**config.mk**
```make
export PLATFORM = sky130hd
export DESIGN_NAME = alu_status_stage
export DESIGN_NICKNAME = d
export VERILOG_FILES = /design/src/rtl/alu_pkg.sv /design/src/rtl/alu_status_stage_cond.sv /design/src/rtl/alu_status_stage.sv
export SDC_FILE = /design/constraint.sdc
export NUM_CORES = 1
export LEC_CHECK = 0
export CAP_MARGIN = 10
export CORE_MARGIN = 2
export CORE_UTILIZATION = 48
export DETAILED_ROUTE_END_ITERATION = 10
export GPL_ROUTABILITY_DRIVEN = 0
export PLACE_DENSITY = 0.79
export SYNTH_ARGS = -nofsm -noshare
export SYNTH_HDL_FRONTEND = slang
export SYNTH_SLANG_ARGS = --single-unit
```
**constraint.sdc**
```tcl
create_clock -name clk -period 2.2 [get_ports clk]
set_clock_uncertainty 0.15 [all_clocks]
set_input_delay 0.33 -clock clk [delete_from_list [all_inputs] [get_ports clk]]
set_output_delay 0.33 -clock clk [all_outputs]
set_load 0.01 [all_outputs]
```
**src/rtl/alu_pkg.sv**
```systemverilog
// Shared ALU result-stage types: status bits, branch codes,
// skid buffer states and the buffered entry layout.
package alu_pkg;

  localparam int DATA_W = 32;
  localparam int RD_W   = 5;

  localparam int STS_Z = 2;
  localparam int STS_N = 1;
  localparam int STS_V = 0;

  localparam logic [2:0] BR_NONE = 3'b000;
  localparam logic [2:0] BR_Z    = 3'b001;
  localparam logic [2:0] BR_NZ   = 3'b010;
  localparam logic [2:0] BR_N    = 3'b011;
  localparam logic [2:0] BR_NN   = 3'b100;
  localparam logic [2:0] BR_V    = 3'b101;
  localparam logic [2:0] BR_AL   = 3'b110;
  localparam logic [2:0] BR_RSVD = 3'b111;

  typedef enum logic [1:0] {
    ST_EMPTY = 2'd0,
    ST_ONE   = 2'd1,
    ST_TWO   = 2'd2
  } skid_state_e;

  typedef struct packed {
    logic [DATA_W-1:0] sum;
    logic [RD_W-1:0]   rd;
    logic              regwrite;
    logic              taken;
  } entry_t;

endpackage

```
**src/rtl/alu_status_stage_cond.sv**
```systemverilog
// Branch condition evaluation against a 3-bit flag set.
// Shared with the fetch-side predictor check.
module status_cond_eval
  import alu_pkg::*;
(
  input  logic [2:0] i_flags,
  input  logic [2:0] i_brcond,
  output logic       o_taken
);

  always_comb begin
    o_taken = 1'b0;
    unique case (i_brcond)
      BR_NONE: o_taken = 1'b0;
      BR_Z:    o_taken = i_flags[STS_Z];
      BR_NZ:   o_taken = ~i_flags[STS_Z];
      BR_N:    o_taken = i_flags[STS_N];
      BR_NN:   o_taken = ~i_flags[STS_N];
      BR_V:    o_taken = i_flags[STS_V];
      BR_AL:   o_taken = 1'b1;
      BR_RSVD: o_taken = 1'b0;
      default: o_taken = 1'b0;
    endcase
  end

endmodule

```
**src/rtl/alu_status_stage.sv**
```systemverilog
// ALU result stage: owns SR, resolves branches at accept,
// and buffers results in a two-entry skid buffer.
module alu_status_stage
  import alu_pkg::*;
#(
  parameter int WIDTH = DATA_W,
  parameter int RW    = RD_W
) (
  input  logic             clk,
  input  logic             rst_n,
  input  logic             in_valid,
  output logic             in_ready,
  input  logic [WIDTH-1:0] in_sum,
  input  logic [2:0]       in_status,
  input  logic             in_stswrite,
  input  logic [2:0]       in_brcond,
  input  logic [RW-1:0]    in_rd,
  input  logic             in_regwrite,
  input  logic             flush,
  output logic             out_valid,
  input  logic             out_ready,
  output logic [WIDTH-1:0] out_sum,
  output logic [RW-1:0]    out_rd,
  output logic             out_regwrite,
  output logic             out_taken,
  output logic [2:0]       sr
);

  skid_state_e r_state;
  skid_state_e w_nstate;
  entry_t      r_main;
  entry_t      r_skid;
  entry_t      w_in;
  logic [2:0]  r_sr;
  logic [2:0]  w_flags;
  logic        w_taken;
  logic        w_accept;
  logic        w_pop;
  logic        w_ld_main;
  logic        w_ld_from_skid;
  logic        w_ld_skid;

  assign in_ready  = (r_state != ST_TWO);
  assign out_valid = (r_state != ST_EMPTY);

  assign w_accept = in_valid & in_ready & ~flush;
  assign w_pop    = out_valid & out_ready;

  // An instruction that writes SR branches on its own new flags
  assign w_flags = in_stswrite ? in_status : r_sr;

  status_cond_eval u_cond (
    .i_flags  (w_flags),
    .i_brcond (in_brcond),
    .o_taken  (w_taken)
  );

  assign w_in = '{
    sum:      in_sum,
    rd:       in_rd,
    regwrite: in_regwrite,
    taken:    w_taken
  };

  always_comb begin
    w_nstate       = r_state;
    w_ld_main      = 1'b0;
    w_ld_from_skid = 1'b0;
    w_ld_skid      = 1'b0;
    unique case (r_state)
      ST_EMPTY: begin
        if (w_accept) begin
          w_nstate  = ST_ONE;
          w_ld_main = 1'b1;
        end
      end
      ST_ONE: begin
        if (w_accept && w_pop) begin
          w_ld_main = 1'b1;
        end else if (w_accept) begin
          w_nstate  = ST_TWO;
          w_ld_skid = 1'b1;
        end else if (w_pop) begin
          w_nstate = ST_EMPTY;
        end
      end
      ST_TWO: begin
        if (w_pop) begin
          w_nstate       = ST_ONE;
          w_ld_from_skid = 1'b1;
        end
      end
      default: w_nstate = ST_EMPTY;
    endcase
    // Dropped entries leave the visible outputs untouched
    if (flush) begin
      w_nstate       = ST_EMPTY;
      w_ld_main      = 1'b0;
      w_ld_from_skid = 1'b0;
      w_ld_skid      = 1'b0;
    end
  end

  always_ff @(posedge clk) begin
    if (!rst_n) begin
      r_state <= ST_EMPTY;
      r_main  <= '0;
      r_skid  <= '0;
      r_sr    <= '0;
    end else begin
      r_state <= w_nstate;
      if (w_ld_main) begin
        r_main <= w_in;
      end else if (w_ld_from_skid) begin
        r_main <= r_skid;
      end
      if (w_ld_skid) begin
        r_skid <= w_in;
      end
      if (w_accept && in_stswrite) begin
        r_sr <= in_status;
      end
    end
  end

  assign out_sum      = r_main.sum;
  assign out_rd       = r_main.rd;
  assign out_regwrite = r_main.regwrite;
  assign out_taken    = r_main.taken;
  assign sr           = r_sr;

endmodule

```
==> results of run 1 <==
==> final cells by class <==
type,count,share of cell area
multi-input cells,268,0.359
flip-flops and latches,83,0.353
repair buffers,108,0.223
clock buffers,9,0.0263
well taps,99,0.0263
clock inverters,7,0.0111
inverters,2,0.00159
==> worst max-delay path by stage <==
stage                                           to  slack [ns]
after detailed placement  out_sum[20]$_SDFFE_PN0P_       -0.13
after CTS                                 in_ready        0.18
final                                    out_valid        0.20
after global placement    out_sum[30]$_SDFFE_PN0P_       -0.06
after global routing      out_sum[21]$_SDFFE_PN0P_         0.1
after floorplan           out_sum[29]$_SDFFE_PN0P_        0.54
==> power groups by stage <==
| stage | Sequential [mW] | Clock (mW) | Combinational, mW |
|---|---|---|---|
| floorplan | 1.65 | 0 | 0.166 |
| CTS | 1.60 | 1.01 | 0.445 |
| finish | 1.60 | 0.979 | 0.442 |
| global route | 1.60 | 1.08 | 0.480 |
| global placement | 1.63 | 0 | 0.431 |
| detailed placement | 1.63 | 0 | 0.441 |
==> through the flow <==
step / utilization / area [um^2] / TNS (ns) / power [mW]
final: 0.660 / 4710 / 0 / 3.02
after global routing: 0.660 / 4710 / 0 / 3.16
after CTS: 0.660 / 4710 / 0 / 3.05
after detailed placement: 0.636 / 4540 / -1.68 / 2.07
after global placement: 0.636 / 4540 / -0.818 / 2.06
after floorplan: - / 3490 / 0 / 1.81
==> routing by layer <==
metal  up-vias  routed length (um)  part of all wire
li1       1498                   -                 -
met2        86                3710              0.45
met1      1432                3920              0.47
met3        13                 549             0.066
met4         0                 134             0.016
met5         -                   0                 0
==> cells in the final DEF, fill, tap and decap left out, drive strengths merged, types with 2 or more instances in the layout <==
cell type	n
nand2b	3
clkdlybuf4s50	92
dfxtp	83
a211oi	3
clkinv	5
buf	16
mux2i	43
clkbuf	9
inv	3
nor2b	3
nand3	2
a21oi	30
o211a	35
a21boi	8
nand2	115
mux2	2
nor2	9
==> worst max-delay path, delay by kind of cell (launching register included) <==
family | cells | cell delay (ns)
buf+inv | 1 | 0.49
flops | 1 | 0.37
simple gates | 1 | 0.31
==> kinds of logic after synthesis <==
family | count (synthesis)
multiplexers | 45
AND/OR/NAND/NOR | 140
buffers and inverters | 32
AO/OA/AOI/OAI | 83
flip-flops | 83
==> sequential cells by signal (all words and copies together) (netlist names) <==
register / cells
r_skid: 39
out_sum: 32
out_rd: 5
sr: 3
r_state: 2
out_regwrite: 1
out_taken: 1
==> synthesized netlist by cell type, types with 2 or more instances <==
master	count	area [um^2]
sky130_fd_sc_hd__buf_1	3	11.3
sky130_fd_sc_hd__nand3_1	2	10.0
sky130_fd_sc_hd__nor2b_1	3	18.8
sky130_fd_sc_hd__nand2b_1	3	18.8
sky130_fd_sc_hd__dfxtp_1	83	1660
sky130_fd_sc_hd__nand2_1	115	432
sky130_fd_sc_hd__a21oi_1	30	150
sky130_fd_sc_hd__mux2i_1	43	430
sky130_fd_sc_hd__a21boi_0	8	60.1
sky130_fd_sc_hd__mux2_2	2	22.5
sky130_fd_sc_hd__buf_2	8	40.0
sky130_fd_sc_hd__buf_4	2	15.0
sky130_fd_sc_hd__o211a_1	35	350
sky130_fd_sc_hd__nor2_1	9	33.8
sky130_fd_sc_hd__clkbuf_1	15	56.3
sky130_fd_sc_hd__a211oi_1	3	22.5
==> metrics.md, run 1 <==
| Metric | Value |
|---|---|
| Worst hold start | rst_n |
| Proportion of power drawn by combinational gates | 0.147 |
| Cell at the root of the clock tree | sky130_fd_sc_hd__clkbuf_8 |
| Total GRT Usage | 0.215 |
| CP cell instances | or2_2 > clkdlybuf4s50_1 |
| Leading register cell type out of synthesis | sky130_fd_sc_hd__dfxtp_1 |
| Clock Sink Count | 83 |
| Antenna violations before repair | 0 |
| Largest net degree at the start of global routing | 38 |
| Share of flip-flops with an asynchronous set or reset after synthesis | 0 |
| Number of H-tree branching levels | 3 |
| Port buffer count | 93 |
| Compound-gate portion of the synthesized area | 0.182 |
| Register area | 0.00166 mm^2 |
| Hold buffers post-CTS | 0 |
| Cell internal pwr | 2.23 mW |
| Count of maximum capacitance violations | 0 |
| Nets@finish | 522 |
| Remaining number of nets flagged by the antenna check after routing | 0 |
| Instance count after placement with tap cells included | 560 |
| Worst Max-Slew Pin Slew | 0.695 ns |
| Global-route layer with the greatest usage | met2 |
| Internal reg-to-reg setup slack | 0.39 ns |
| Slowest stage cell, crit path | sky130_fd_sc_hd__clkdlybuf4s50_1 |
| Category of the worst setup path launch point | register |
| Net switching power of the design | 0.787 mW |
| Sequential share of power | 0.529 |
| Clock buffer depth | 2 |
| Fraction of the mapped netlist area in simple logic gates | 0.166 |
| Terminus of the critical flop-to-flop path | out_sum[20]$_SDFFE_PN0P_ |
| Final period demand of the worst path | 2.00 ns |
| Power density over cell area | 640 mW/mm^2 |
| Detailed Place HPWL | 5.52 mm |
| Wire length of the first global-routing pass | 13.2 mm |
| Power share of the clock group | 0.325 |
| Outcome | finished, final reports clean |
| Final antenna diode count | 0 |
| Clock transition at path regs | 0.08 ns |
| Cts bufs inserted | 9 |
| Cells resized by post-CTS repair | 0 |
| Proportion of synthesized chip area in sequential cells | 0.476 |
| Multi-input gate area | 0.00169 mm^2 |
| Worst hold margin | 0.279 ns |
| Capture endpoint of the worst hold path | out_sum[1]$_SDFFE_PN0P_ |
| Share of the clock period used by the worst path | 0.909 |
| Main combinational cell family by area after synthesis | compound AO/OA/AOI/OAI gates |
| Count of cells along the worst hold path | 2 |
| Synthesized instance count | 383 |
| Vias per Instance | 5.26 |
| Critical path startpoint | r_state[0]$_SDFFE_PP0P_ |
| Slowest cell delay on critical path | 0.49 ns |
| Multiplexer area fraction after synthesis | 0.130 |
| Boundary Pins | 94 |
| Area Overhead vs Synth | 35.1% |
| Number of violations reported at the end of detailed-routing iteration 0 | 153 |
| Number of warnings reported in the yosys synthesis log | 0 |
| Wirelength per Cell | 14.4 um |
| Maximum fanout encountered on the critical timing path | 5 |
| #FFs+latches synth | 83 |
| Total vias in the final route | 3029 |
| Critical path class | register to output port |
| Fraction of final layout cells with drive strength greater than 1 | 0.0860 |
| Worst endpoint required time | 1.72 ns |
| DRC violations left | 0 |
| Static Leak | 1.97 nW |
| Fillers | 642 |
| Syn Nets | 433 |
| Depth of the most critical reg-to-reg path | 5 |
| Endpoint type of the worst setup path | output port |
| Global route total overflow | 0 |
| Met2 demand-to-capacity share in global routing | 0.343 |
| Standard cell core area | 0.00714 mm^2 |
| Initial Utilization | 0.489 |
| CTS tree | built |
| Detailed-routing iteration count for the pre-antenna-repair pass | 4 |
| Parity-gate share of the synthesized area counting xor and xnor cells | 0 |
| Setup-violating endpoint count in the final report | 0 |
| Netlist cell types | 35 |
| Origin of the critical flop-to-flop path | r_state[1]$_SDFFE_PP0P_ |
| Largest voltage drop on the vdd net | 0.379 mV |
| Chip Width | 89.3 um |
| Die Footprint | 0.00797 mm^2 |
| Sw frac | 0.261 |
| Source-to-sink clock delay at the later pin of the worst-skew pair | 0.35 ns |
| Global routing usage on met1 | 0.277 |
| Avg Synthesized Cell Area | 9.11 um^2 |
| Met3 usage in global routing | 0.0563 |
| Total Routed Length | 8.31 mm |
| Post-CTS Setup Inserts | 0 |
| Adder-cell share of the synthesized area | 0 |
| Number of enable-type register cells in the synthesized netlist | 0 |
| Count of endpoints failing hold in the final timing report | 0 |
| Final slew viol count | 0 |
| Post-route worst setup slack | 0.200 ns |
| Relative slew slack | 0.536 |
| Class of the most critical hold timing path | input pin to register |
| Number of placement rows | 31 |
| Achievable frequency | 500 MHz |
| Post-synth design cell area | 0.00349 mm^2 |
| Place WS | -0.134 ns |
| Final standard cell count with taps included and fillers excluded | 576 |
| Vias in the first global route | 2844 |
| RSZ-0062 raised after global routing | no |
| Overall die height | 89.3 um |
| Crit path DAT | 1.52 ns |
Power figures use the tool's default switching activity.
==> run 2: changes to the inputs <==
Settings changed: CELL_PAD_IN_SITES_DETAIL_PLACEMENT set to 1, CELL_PAD_IN_SITES_GLOBAL_PLACEMENT set to 2, CORE_UTILIZATION 48 to 28, PLACE_DENSITY 0.79 to not set, PLACE_DENSITY_LB_ADDON set to 0.1.
==> run 2 against run 1 <==
Effect of this change: register-to-register slack improved by 0.05 ns; critical endpoint is now in_ready; combinational power increased by 3%; setup slack got worse by 0.026 ns; first-iteration DRC count down 24%; largest cell class unchanged; final cell count grew 13%; via count rose by 0.63%; sequential power barely moved.
==> metrics.md, run 2 (synthesis gave the netlist of run 1 again) <==
| Metric | Value |
|---|---|
| Die Footprint | 0.0134 mm^2 (was 0.00797 mm^2) |
| Setup tns final | 0 ns (unchanged) |
| DRC violations left | 0 (unchanged) |
| Final standard cell count with taps included and fillers excluded | 648 (was 576) |
| Cts bufs inserted | 9 (unchanged) |
| Fraction of final layout cells with drive strength greater than 1 | 0.0896 (was 0.0860) |
| Setup-violating endpoint count in the final report | 0 (unchanged) |
| Number of violations reported at the end of detailed-routing iteration 0 | 117 (was 153) |
| Clock buffer depth | 2 (unchanged) |
| Final slew viol count | 0 (unchanged) |
| Cells resized by post-CTS repair | 0 (unchanged) |
| Outcome | finished, final reports clean (unchanged) |
| Port buffer count | 93 (unchanged) |
| Boundary Pins | 94 (unchanged) |
| Initial Utilization | 0.289 (was 0.489) |
| Final antenna diode count | 0 (unchanged) |
| Final period demand of the worst path | 2.03 ns (was 2.00 ns) |
| Post-CTS Setup Inserts | 0 (unchanged) |
| Overall power after layout | 3.80 mW (was 3.02 mW) |
| Worst endpoint required time | 1.72 ns (about the same) |
| Number of H-tree branching levels | 3 (unchanged) |
| Worst Max-Slew Pin Slew | 0.540 ns (was 0.695 ns) |
| Wire length of the first global-routing pass | 16.0 mm (was 13.2 mm) |
| Critical path class | register to output port (unchanged) |
| Achievable frequency | 494 MHz (was 500 MHz) |
| Total vias in the final route | 3048 (was 3029) |
| Chip Width | 116 um (was 89.3 um) |
| Most common cell after layout, fill and taps aside | sky130_fd_sc_hd__nand2_1 (unchanged) |
| RSZ-0062 raised after global routing | no (unchanged) |
| Hold buffers post-CTS | 0 (unchanged) |
| Count of maximum capacitance violations | 0 (unchanged) |
| Share of the clock period used by the worst path | 0.920 (was 0.909) |
| Clock Sink Count | 83 (unchanged) |
| Instance count after placement with tap cells included | 632 (was 560) |
| Overall die height | 116 um (was 89.3 um) |
| Total Routed Length | 10.1 mm (was 8.31 mm) |
| Source-to-sink clock delay at the later pin of the worst-skew pair | 0.34 ns (was 0.35 ns) |
| Largest net degree at the start of global routing | 48 (was 38) |
| Total GRT Usage | 0.157 (was 0.215) |
| Vias per Instance | 4.70 (was 5.26) |
| Endpoint type of the worst setup path | output port (unchanged) |
| Maximum fanout encountered on the critical timing path | 5 (unchanged) |
| Largest voltage drop on the vdd net | 0.476 mV (was 0.379 mV) |
| Clock transition at path regs | 0.06 ns (was 0.08 ns) |
| Count of endpoints failing hold in the final timing report | 0 (unchanged) |
| Area Overhead vs Synth | 46.2% (was 35.1%) |
| Commonest cells after routing, fill and taps aside | 114 x sky130_fd_sc_hd__nand2_1, 92 x sky130_fd_sc_hd__clkdlybuf4s50_1, 83 x sky130_fd_sc_hd__dfxtp_1, 43 x sky130_fd_sc_hd__mux2i_1, 35 x sky130_fd_sc_hd__o211a_1 (unchanged) |
| Wirelength per Cell | 15.6 um (was 14.4 um) |
| Static Leak | 2.10 nW (was 1.97 nW) |
| Number of placement rows | 40 (was 31) |
| Cell at the root of the clock tree | sky130_fd_sc_hd__clkbuf_16 (was sky130_fd_sc_hd__clkbuf_8) |
| Antenna violations before repair | 0 (unchanged) |
| Vias in the first global route | 3083 (was 2844) |
| Detailed-routing iteration count for the pre-antenna-repair pass | 4 (unchanged) |
| Global route total overflow | 0 (unchanged) |
| Standard cell core area | 0.0121 mm^2 (was 0.00714 mm^2) |
| Category of the worst setup path launch point | register (unchanged) |
| Crit path DAT | 1.55 ns (was 1.52 ns) |
| Nets@finish | 525 (was 522) |
| Class of the most critical hold timing path | input pin to register (unchanged) |
| Max reg flops | 39 (unchanged) |
| Remaining number of nets flagged by the antenna check after routing | 0 (unchanged) |
| CTS tree | built (unchanged) |
| Detailed Place HPWL | 6.55 mm (was 5.52 mm) |
| Register with the most flip-flops | r_skid (unchanged) |
| Relative slew slack | 0.640 (was 0.536) |
| Power density over cell area | 746 mW/mm^2 (was 640 mW/mm^2) |
| Fillers | 1358 (was 642) |
==> run 2: cell types whose count changed in the layout (fill, tap and decap cells not counted) <==
| cell | change |
|---|---|
| sky130_fd_sc_hd__buf_12 | +9 |
| sky130_fd_sc_hd__clkbuf_16 | +9 |
| sky130_fd_sc_hd__clkbuf_8 | -8 |
| sky130_fd_sc_hd__buf_4 | -6 |
| sky130_fd_sc_hd__bufinv_16 | +3 |
| sky130_fd_sc_hd__clkinv_4 | -3 |
| sky130_fd_sc_hd__clkbuf_1 | +1 |
| sky130_fd_sc_hd__clkinvlp_4 | -1 |
| sky130_fd_sc_hd__inv_6 | -1 |
==> run 2: worst paths after layout <==
| kind | startpoint | end | slack (ns) | depth (start not counted) |
|---|---|---|---|---|
| min reg2reg | r_skid[23]$_SDFFE_PN0P_ | r_skid[23]$_SDFFE_PN0P_ | 0.31 | 2 |
| max reg2reg | r_state[1]$_SDFFE_PP0P_ | out_sum[0]$_SDFFE_PN0P_ | 0.44 | 6 |
| min | rst_n | sr[0]$_SDFFE_PN0P_ | 0.26 | 3 |
| max | r_state[0]$_SDFFE_PP0P_ | in_ready | 0.17 | 2 |
==> run 2: through the flow <==
stage               setup slack, ns  hold WS (ns)   util  instance area [um^2]
floorplan                     0.538         0.259      -                  3490
global placement             0.0323         0.293  0.395                  4760
detailed placement           0.0101         0.300  0.395                  4760
CTS                           0.161         0.259  0.423                  5100
global route                  0.119         0.292  0.423                  5100
finish                        0.175         0.261  0.423                  5100
==> run 2: per-layer routing <==
layer | share of wire | track usage | vias up | routed length, um
met5 | 0 | 0 | - | 0
met4 | 0.014 | 0.0571 | 0 | 146
met3 | 0.050 | 0.0450 | 13 | 500
met2 | 0.45 | 0.248 | 65 | 4550
met1 | 0.49 | 0.204 | 1467 | 4890
li1 | - | - | 1503 | -
==> run 2: area by class of cell <==
cell class                      count  area, um^2  share of cell area
Sequential cell                    83        1660               0.326
Clock buffer                       11         243              0.0476
Inverter                            2        7.51             0.00147
Multi-Input combinational cell    268        1690               0.332
Timing Repair Buffer              111        1190               0.233
Tap cell                          168         210              0.0412
Clock inverter                      5         100              0.0196
==> run 2: where the power goes <==
group | internal [mW] | switching (mW) | total (mW)
Clock | 1.14 | 0.612 | 1.75
Combinational | 0.261 | 0.194 | 0.456
Sequential | 1.56 | 0.0362 | 1.60
Total | 2.96 | 0.842 | 3.80
==> run 2: worst max-delay path: stages (launching register included) <==
cell and delay [ns]:
sky130_fd_sc_hd__dfxtp_1 0.44, sky130_fd_sc_hd__nand2b_1 0.21, sky130_fd_sc_hd__clkdlybuf4s50_1 0.56
==> run 3: changes to the inputs <==
Settings changed: RECOVER_POWER set to 25.
==> run 3 against run 2 <==
Effect of this change: global-route usage unchanged; via count about the same; worst hold slack got worse by 0.0031 ns; design area decreased by 0.32%; final cell count unchanged.
==> metrics.md, run 3 (synthesis gave the netlist of run 1 again) <==
| Metric | Value |
|---|---|
| Outcome | finished, final reports clean (unchanged) |
| Final slew viol count | 0 (unchanged) |
| Setup tns final | 0 ns (unchanged) |
| Final period demand of the worst path | 2.03 ns (about the same) |
| Crit path DAT | 1.55 ns (about the same) |
| Area Overhead vs Synth | 45.8% (was 46.2%) |
| Total vias in the final route | 3047 (was 3048) |
| Share of the clock period used by the worst path | 0.922 (was 0.920) |
| Chip Width | 116 um (unchanged) |
| Hold buffers post-CTS | 0 (unchanged) |
| Number of placement rows | 40 (unchanged) |
| Number of H-tree branching levels | 3 (unchanged) |
| Wire length of the first global-routing pass | 16.0 mm (unchanged) |
| Count of endpoints failing hold in the final timing report | 0 (unchanged) |
| Die Footprint | 0.0134 mm^2 (unchanged) |
| Post-route worst setup slack | 0.172 ns (was 0.175 ns) |
| Clock transition at path regs | 0.06 ns (about the same) |
| Number of violations reported at the end of detailed-routing iteration 0 | 114 (was 117) |
| Setup-violating endpoint count in the final report | 0 (unchanged) |
| Static Leak | 2.15 nW (was 2.10 nW) |
| Boundary Pins | 94 (unchanged) |
| Cell area after placement | 0.00476 mm^2 (unchanged) |
| Category of the worst setup path launch point | register (unchanged) |
| Achievable frequency | 493 MHz (was 494 MHz) |
| Net switching power of the design | 0.841 mW (was 0.842 mW) |
| Critical path class | register to output port (unchanged) |
| Clock Sink Count | 83 (unchanged) |
| Detailed Place HPWL | 6.55 mm (unchanged) |
| Antenna violations before repair | 0 (unchanged) |
| Global route total overflow | 0 (unchanged) |
| Nets@finish | 525 (unchanged) |
| Source-to-sink clock delay at the later pin of the worst-skew pair | 0.34 ns (about the same) |
| Overall die height | 116 um (unchanged) |
| Most common cell after layout, fill and taps aside | sky130_fd_sc_hd__nand2_1 (unchanged) |
| Remaining number of nets flagged by the antenna check after routing | 0 (unchanged) |
| Cell internal pwr | 2.95 mW (was 2.96 mW) |
| Wirelength per Cell | 15.5 um (was 15.6 um) |
| Total Routed Length | 10.1 mm (about the same) |
| Relative slew slack | 0.637 (was 0.640) |
| Largest net degree at the start of global routing | 48 (unchanged) |
| Post-CTS Setup Inserts | 0 (unchanged) |
| Power share of the clock group | 0.462 (was 0.460) |
| Endpoint type of the worst setup path | output port (unchanged) |
| Vias per Instance | 4.70 (about the same) |
| Count of maximum capacitance violations | 0 (unchanged) |
| Detailed-routing iteration count for the pre-antenna-repair pass | 4 (unchanged) |
| Power density over cell area | 745 mW/mm^2 (was 746 mW/mm^2) |
| Worst Max-Slew Pin Slew | 0.545 ns (was 0.540 ns) |
| DRC violations left | 0 (unchanged) |
| Design Area, Final | 0.00508 mm^2 (was 0.00510 mm^2) |
| Port buffer count | 93 (unchanged) |
| Worst endpoint required time | 1.72 ns (about the same) |
| Internal reg-to-reg setup slack | 0.44 ns (about the same) |
| Standard cell core area | 0.0121 mm^2 (unchanged) |
| Place WS | 0.0101 ns (unchanged) |
| Commonest cells after routing, fill and taps aside | 114 x sky130_fd_sc_hd__nand2_1, 83 x sky130_fd_sc_hd__dfxtp_1, 67 x sky130_fd_sc_hd__clkdlybuf4s50_1, 43 x sky130_fd_sc_hd__mux2i_1, 35 x sky130_fd_sc_hd__o211a_1 (was 114 x sky130_fd_sc_hd__nand2_1, 92 x sky130_fd_sc_hd__clkdlybuf4s50_1, 83 x sky130_fd_sc_hd__dfxtp_1, 43 x sky130_fd_sc_hd__mux2i_1, 35 x sky130_fd_sc_hd__o211a_1) |
| Register with the most flip-flops | r_skid (unchanged) |
| Sw frac | 0.222 (about the same) |
| Largest voltage drop on the vdd net | 0.474 mV (was 0.476 mV) |
| Initial Utilization | 0.289 (unchanged) |
| Final antenna diode count | 0 (unchanged) |
| Vias in the first global route | 3083 (unchanged) |
| Clock buffer depth | 2 (unchanged) |
| Total GRT Usage | 0.157 (unchanged) |
| Proportion of power drawn by combinational gates | 0.116 (was 0.120) |
| Maximum fanout encountered on the critical timing path | 5 (unchanged) |
| Cell at the root of the clock tree | sky130_fd_sc_hd__clkbuf_16 (unchanged) |
| Overall power after layout | 3.79 mW (was 3.80 mW) |
| Sequential share of power | 0.422 (was 0.420) |
| Max reg flops | 39 (unchanged) |
| RSZ-0062 raised after global routing | no (unchanged) |
| Cts bufs inserted | 9 (unchanged) |
| Cells resized by post-CTS repair | 0 (unchanged) |
| Class of the most critical hold timing path | input pin to register (unchanged) |
| Fraction of final layout cells with drive strength greater than 1 | 0.0875 (was 0.0896) |
| CTS tree | built (unchanged) |
==> run 3: cell count changes in the layout (fill, tap and decap cells not counted), sizes merged <==
cell | previous run | this run
dlygate4sd3 | 0 | 25
buf | 19 | 17
clkdlybuf4s50 | 92 | 67
clkbuf | 11 | 13
==> run 3: per-layer routing <==
layer	GRT usage	up-vias	wire length, um
met1	0.204	1473	4870
met2	0.248	62	4560
li1	-	1499	-
met5	0	-	0
met3	0.0450	13	490
met4	0.0571	0	146
==> run 3: critical path: stages (launching register included) <==
cell and delay (ns):
sky130_fd_sc_hd__dfxtp_1 0.44, sky130_fd_sc_hd__nand2b_1 0.21, sky130_fd_sc_hd__clkdlybuf4s50_1 0.56
==> run 3: area by class of cell <==
cell class | instances | area [um^2]
fillers | 1358 | 6980
multi-input cells | 268 | 1690
flip-flops and latches | 83 | 1660
repair buffers | 111 | 1170
clock buffers | 11 | 243
well taps | 168 | 210
clock inverters | 5 | 100
inverters | 2 | 7.51
==> run 3: power groups by stage <==
stage               logic [mW]  registers [mW]  clock network (mW)
finish                   0.440            1.60                1.75
global route             0.483            1.60                1.88
CTS                      0.464            1.60                1.80
detailed placement       0.461            1.63                   0
global placement         0.452            1.63                   0
floorplan                0.166            1.65                   0
==> run 3: per-stage QoR <==
step                      hold slack, ns  std cells  utilization
after global routing               0.292        648        0.422
final                              0.258        648        0.422
after CTS                          0.259        648        0.423
after global placement             0.293        632        0.395
after detailed placement           0.300        632        0.395
after floorplan                    0.259        383            -
==> run 3: worst paths after layout <==
path                                              start                       end  cells past startpoint
worst max-delay path            r_state[0]$_SDFFE_PP0P_                  in_ready                      2
worst min-delay path                              rst_n        sr[0]$_SDFFE_PN0P_                      3
worst max register to register  r_state[1]$_SDFFE_PP0P_  out_sum[27]$_SDFFE_PN0P_                      6
worst min register to register  r_skid[23]$_SDFFE_PN0P_   r_skid[23]$_SDFFE_PN0P_                      2
==> RTL edit: new RTL, flow settings as in run 3 <==
The package constant `RD_W` goes from 5 to 7.
--- a/src/rtl/alu_pkg.sv
+++ b/src/rtl/alu_pkg.sv
@@ -4,5 +4,5 @@
 
   localparam int DATA_W = 32;
-  localparam int RD_W   = 5;
+  localparam int RD_W   = 7;
 
   localparam int STS_Z = 2;
Interface: changed (resized in_rd and out_rd); port bits go from 94 to 98. No check against the original RTL was run, so the function may have changed too.
==> RTL edit against run 3 <==
Routed wire length up 2.0%; core utilization fell by 1.1 points; area after synthesis is 4.8% higher; setup slack improved by 81 ps; sequential cell count grew 4; design area up 2.3%; power increased by 1.0%; critical path depth is the same; count of clock-buffer cells in the layout up 1.
==> RTL edit: results <==
[status]
run_status = "completed"

[route]
vias = 3151
dr.first_iter.drc_count = 126
drt_wl_total_mm = 10.3

[worst_hold_path]
hold_end = "r_skid[25]"
worst_hold_path.num_cells = 2

[critical_path]
reg2reg_to = "out_sum[1]"
r2r_cells = 5

[power_and_ir_drop]
peakVddDrop_mv = 0.356
pg_comb_uw = 457
clock_power_share_pct = 44.4
pg_clk_mw = 1.70
p_sw_uw = 853

[logic_synthesis]
syn-num-nets = 454
seq_area_frac_synth_pct = 47.6
syn_area_per_cell_sq_um = 9.09
synthTopCellsByCount = "121 x nand2_1, 87 x dfxtp_1, 45 x mux2i_1, 37 x o211a_1, 34 x a21oi_1"
synth_cell_types = 33
yosys-top-cells-area = "dfxtp_1 48%, nand2_1 12%, mux2i_1 12%"

[floorplan]
num_rows = 41

[cells_and_area]
clock_buffers = 12
nFillCells = 1486
clock_area_share_pct = 6.37
seq_area_share_pct = 33.5
multi_input_area_share_pct = 33.6
signal_buffers = 113
largest_reg_flops = 41
buffer_area_share_pct = 22.3
multiInputGateArea_sq_um = 1750
nMultiInputCombCells = 280

[grt]
grt_max_degree = 53
grt_first_pass_wirelength_mm = 17.2
grt_pass1_vias = 3313

[placement]
io_buffers = 97
pre_cts_ws_ps = -47.4
dpl-instance-area_sq_um = 4870

[clock_network]
clock_sinks = 87

[sta]
holdWs_ps = 304
[RTL edit: cell types whose count changed in the layout (fill, tap and decap cells not counted), sizes merged]
cell and delta:
mux2i +2, nand2 +6, o211a +2, buf -1, a21boi -2, bufinv -1, clkdlybuf4s50 -2, inv -1
and4bb +1, a21oi +4, nor4bb -1, dlygate4sd3 +6, dfxtp +4
[RTL edit: cell families after synthesis]
family	count (synthesis)	synth area share, %
compound gates	87	18.0
mux	47	12.9
flops	87	47.6
simple gates	146	16.5
buf+inv	35	4.89
[RTL edit: routing by layer]
metal / up-vias / GRT usage, % / share of wire, %
met4: 0 / 5.80 / 1.4
met2: 66 / 24.5 / 47
met5: - / 0 / 0
met3: 10 / 4.39 / 4.8
li1: 1556 / - / -
met1: 1519 / 19.7 / 47
[RTL edit: worst max path at each step]
stage | endpoint | slack [ps]
after detailed placement | out_sum[1] | -50
final | out_valid | 250
after global placement | out_rd[5] | 10
after floorplan | out_rd[1] | 680
after CTS | out_valid | 220
after global routing | out_rd[6] | 170
